==> config.mk <==
export PLATFORM = sky130hd
export DESIGN_NAME = sipo_deser_flat
export DESIGN_NICKNAME = d
export VERILOG_FILES = /design/src/rtl/sipo_deser_if.sv /design/src/rtl/sipo_deser.sv /design/src/flat_wrapper.sv
export SDC_FILE = /design/constraint.sdc
export NUM_CORES = 1
export LEC_CHECK = 0
export CAP_MARGIN = 20
export CELL_PAD_IN_SITES_DETAIL_PLACEMENT = 1
export CELL_PAD_IN_SITES_GLOBAL_PLACEMENT = 2
export CORE_MARGIN = 1
export CORE_UTILIZATION = 30
export DETAILED_ROUTE_END_ITERATION = 7
export GPL_TIMING_DRIVEN = 1
export PLACE_DENSITY = 0.75
export REMOVE_ABC_BUFFERS = 1
export SLEW_MARGIN = 0
export SYNTH_ARGS = -nofsm -noshare
export SYNTH_HDL_FRONTEND = slang
export SYNTH_SLANG_ARGS = --single-unit
==> constraint.sdc <==
create_clock -name clk -period 2.6 [get_ports clk]
set_input_delay 0.39 -clock clk [delete_from_list [all_inputs] [get_ports clk]]
set_output_delay 0.39 -clock clk [all_outputs]
set_load 0.01 [all_outputs]
==> src/rtl/sipo_deser_if.sv <==
// sipo_deser_if: serial input and parallel handshake bundle for the SIPO deserializer.
//    master: drives sin, sen, ack, ovr_clr; observes dout, dvalid, overrun, bit_cnt
//    slave : the deserializer side (mirror of master)
interface sipo_deser_if #(
   parameter int WIDTH = 4
);
   logic                     sin;
   logic                     sen;
   logic                     ack;
   logic                     ovr_clr;
   logic [WIDTH-1:0]         dout;
   logic                     dvalid;
   logic                     overrun;
   logic [$clog2(WIDTH)-1:0] bit_cnt;
   modport master (output sin, sen, ack, ovr_clr, input dout, dvalid, overrun, bit_cnt);
   modport slave  (input sin, sen, ack, ovr_clr, output dout, dvalid, overrun, bit_cnt);
endinterface

==> src/rtl/sipo_deser.sv <==
// sipo_deser: serial-in parallel-out deserializer with valid/ack hold and sticky overrun.
//    clk    : rising-edge system clock
//    rst_n  : asynchronous active-low reset
//    bus    : sipo_deser_if.slave (sin, sen, ack, ovr_clr in; dout, dvalid, overrun, bit_cnt out)
module sipo_deser #(
   parameter int WIDTH     = 4,
   parameter bit MSB_FIRST = 1'b1
) (
   input  logic         clk,
   input  logic         rst_n,
   sipo_deser_if.slave  bus
);
   localparam int CW = $clog2(WIDTH);
   logic [WIDTH-1:0] sh, sh_nxt;
   logic             done;
   // sh_nxt includes the bit sampled on this edge, so a completing word is taken from it
   always_comb begin
      sh_nxt = MSB_FIRST ? {sh[WIDTH-2:0], bus.sin} : {bus.sin, sh[WIDTH-1:1]};
      done   = bus.sen && (bus.bit_cnt == CW'(WIDTH - 1));
   end
   always_ff @(posedge clk or negedge rst_n) begin
      if (!rst_n) begin
         sh          <= '0;
         bus.bit_cnt <= '0;
         bus.dout    <= '0;
         bus.dvalid  <= 1'b0;
         bus.overrun <= 1'b0;
      end else begin
         if (bus.sen) sh <= sh_nxt;
         bus.bit_cnt <= (bus.sen && !done) ? bus.bit_cnt + CW'(1) : '0;
         if (done) bus.dout <= sh_nxt;
         // a completion keeps dvalid high even when ack arrives on the same edge
         bus.dvalid  <= done || (bus.dvalid && !bus.ack);
         // setting beats clearing when both happen together
         bus.overrun <= (done && bus.dvalid && !bus.ack) || (bus.overrun && !bus.ovr_clr);
      end
   end
endmodule
==> src/flat_wrapper.sv <==
// flat-port wrapper written by rule: the top's interface ports become plain ports
module sipo_deser_flat 
#(
   parameter int WIDTH     = 4,
   parameter bit MSB_FIRST = 1'b1
)
  (clk, rst_n, bus_sin, bus_sen, bus_ack, bus_ovr_clr, bus_dout, bus_dvalid, bus_overrun, bus_bit_cnt);
  sipo_deser_if #(.WIDTH(WIDTH)) bus_i ();
  input  logic clk;
  input  logic rst_n;
  input wire logic [$bits(bus_i.sin)-1:0] bus_sin;
  input wire logic [$bits(bus_i.sen)-1:0] bus_sen;
  input wire logic [$bits(bus_i.ack)-1:0] bus_ack;
  input wire logic [$bits(bus_i.ovr_clr)-1:0] bus_ovr_clr;
  output wire logic [$bits(bus_i.dout)-1:0] bus_dout;
  output wire logic [$bits(bus_i.dvalid)-1:0] bus_dvalid;
  output wire logic [$bits(bus_i.overrun)-1:0] bus_overrun;
  output wire logic [$bits(bus_i.bit_cnt)-1:0] bus_bit_cnt;
  assign bus_i.sin = bus_sin;
  assign bus_i.sen = bus_sen;
  assign bus_i.ack = bus_ack;
  assign bus_i.ovr_clr = bus_ovr_clr;
  assign bus_dout = bus_i.dout;
  assign bus_dvalid = bus_i.dvalid;
  assign bus_overrun = bus_i.overrun;
  assign bus_bit_cnt = bus_i.bit_cnt;
  sipo_deser #(.WIDTH(WIDTH), .MSB_FIRST(MSB_FIRST)) u_core (.clk(clk), .rst_n(rst_n), .bus(bus_i));
endmodule
==> impl_metrics.json <==
{
  "status": "finished, final reports clean",
  "grtUsageMet1_pct": 15.8,
  "hold_class": "primary input to asynchronous set/reset pin",
  "via_per_inst": 4.62,
  "drt_wl_total_um": 833,
  "drt_iter0_drc": 0,
  "final_layout_size_suffix_gt1_share_pct": 27.9,
  "finalCriticalPeriod_ns": 1.60,
  "crit_path_end_kind": "output port",
  "path_depth": 1,
  "cts_resized": 0,
  "reg2reg_depth": 3,
  "setup_violations": 0,
  "start_util_pct": 32.7,
  "synth_top_cell_area_share_pct": 64.0,
  "htree_levels": 1,
  "synth_top_area_cell": "dfrtp_1",
  "required_ns": 2.21,
  "synth.most_common_cell": "dfrtp_1",
  "timing.final.ws_setup_ns": 0.997,
  "drt_first_pass_iters": 1,
  "fin_skew_ns": 0.00335,
  "stdcell_area_um2": 606,
  "cp-start-kind": "flip-flop",
  "path_cells": "clkdlybuf4s50_1",
  "max_freq_ghz": 0.624,
  "nNetsFinal": 51,
  "period_share_pct": 61.6,
  "synth.distinct_cells": 11,
  "synthToLayoutAreaGrowth_pct": 40.7,
  "grt.overflow.total": 0,
  "worst-path-max-fanout": 3,
  "syn-instance-count": 26,
  "synthTopCellsByArea": "dfrtp_1 64%, mux2_4 14%, mux2_2 7.8%, ha_1 2.9%, nand2_4 2.6%",
  "finalSetupTns_ns": 0,
  "grt_pass1_vias": 295,
  "clock_sink_count": 11,
  "syn_avg_cell_area_um2": 16.6,
  "grtUsageMet2_pct": 22.2,
  "dieHeight_um": 39.9,
  "tightest_slew_ns": 0.496,
  "hold_viol_final": 0,
  "synth_ff_type": "dfrtp_1",
  "rows": 13,
  "post-dp-hpwl_um": 636,
  "cp.arrival_ns": 1.21,
  "post-route-util_pct": 46.0,
  "cts_setup_buffers": 0,
  "clock_latency_ns": 0.28,
  "antennaDiodeCount": 0,
  "io_pins": 14,
  "critPathTopFamily": "buffers and inverters",
  "core_um2": 1320,
  "cpPeakStageDelay_ns": 0.55,
  "die_w_um": 39.9,
  "synth_seq_cells": 11,
  "synth_commonest_cells": "11 x dfrtp_1, 4 x mux2_4, 3 x mux2_2",
  "via_count": 268,
  "port_buffers": 13,
  "ys_async_sr_fraction_pct": 100,
  "cts_root_buf": "clkbuf_4",
  "power_density_nw_per_um2": 873,
  "worstSetupPathType": "flip-flop to output port",
  "grt_pass1_wl_mm": 1.32,
  "top_usage_layer": "met2",
  "maxCapViolations": 0,
  "cts_tree": "yes",
  "placed_cell_area_um2": 579,
  "antenna_found_initial": 0,
  "seq_area_frac_synth_pct": 64.0,
  "track_usage_pct": 14.3,
  "grt_max_degree": 12,
  "dp_slack_ns": 1.02,
  "postRouteAntennaNets": 0,
  "cts_inserted_buffers": 3,
  "hold_slack_ns": 0.444,
  "leakage_nw": 0.287,
  "avgRoutedWirePerCell_um": 14.4,
  "drv_slew": 0,
  "netlist_area_um2": 430,
  "clkTransAtPathRegs_ns": 0.07,
  "ys_warn_count": 0,
  "critical_path_buf_inv_count": 1,
  "rsz0062_at_grt": "no",
  "synth_edf_count": 0,
  "die-area_um2": 1590,
  "relSlewSlack_pct": 66.8,
  "grtUsageMet3_pct": 5.11,
  "fill_cells": 134,
  "ir_worst_vdd_uv": 357,
  "hold_buffers": 0,
  "crit_slowest_cell": "clkdlybuf4s50_1",
  "drc": 0,
  "clockBufferDepth": 2,
  "place.gp.congestion": 0.635
}
==> flip-flops by register name (all words and copies together), names as in the netlist <==
register            count
u_core.bus.dout         4
u_core.sh               3
u_core.bus.bit_cnt      2
u_core.bus.dvalid       1
u_core.bus.overrun      1
==> layout make-up <==
cell class / count / area, um^2 / area share (%)
Sequential cell: 11 / 275 / 45.5
Timing Repair Buffer: 13 / 130 / 21.5
Clock buffer: 4 / 26.3 / 4.34
Tap cell: 15 / 18.8 / 3.10
Inverter: 1 / 3.75 / 0.620
Multi-Input combinational cell: 14 / 151 / 25.0
==> power breakdown <==
group | switching (mW) | internal (mW)
combinational | 0.0537 | 0.116
clock | 0.0604 | 0.0596
sequential | 0.0257 | 0.214
==> per-stage QoR <==
| stage | instances | total power, mW |
|---|---|---|
| 3_5_place_dp | 54 | 0.415 |
| 2_1_floorplan | 26 | 0.315 |
| 5_1_grt | 58 | 0.560 |
| 4_1_cts | 58 | 0.537 |
| 6_report | 58 | 0.529 |
| 3_3_place_gp | 54 | 0.406 |
==> layout by cell type (no fill, tap or decap), drive strengths merged <==
master         count
and3b              1
clkbuf             4
nand2              2
nor3b              1
nand2b             1
o22ai              1
inv                1
dfrtp             11
ha                 1
mux2               7
clkdlybuf4s50     13
==> path summary, 6_finish.rpt <==
check / endpoint / from / slack (ns)
max reg2reg: u_core.bus.dout[0]$_DFFE_PN0P_ / u_core.bus.bit_cnt[0]$_DFF_PN0_ / 1.35
max in group asynchronous: u_core.bus.dout[1]$_DFFE_PN0P_ / rst_n / 1.82
min in group clk: u_core.bus.bit_cnt[0]$_DFF_PN0_ / u_core.bus.bit_cnt[0]$_DFF_PN0_ / 0.49
min: u_core.bus.dout[3]$_DFFE_PN0P_ / rst_n / 0.44
max: bus_bit_cnt[0] / u_core.bus.bit_cnt[0]$_DFF_PN0_ / 1.0
min reg2reg: u_core.bus.bit_cnt[0]$_DFF_PN0_ / u_core.bus.bit_cnt[0]$_DFF_PN0_ / 0.49
==> kinds of logic after synthesis <==
kind of cell / after synthesis / share of synthesized area (%)
adder cells (fa/ha/maj): 1 / 2.91
AND/OR/NAND/NOR: 5 / 9.01
flip-flops: 11 / 64.0
buffers and inverters: 1 / 0.871
AO/OA/AOI/OAI: 1 / 1.45
multiplexers: 7 / 21.8
==> metal layers <==
layer  vias to the layer above  part of all wire (%)
li1                        124                     -
met1                       131                    40
met2                        11                    51
met3                         2                   6.6
met4                         0                   2.5
met5                         -                     0
No activity file was read; power rests on OpenSTA's default activity.
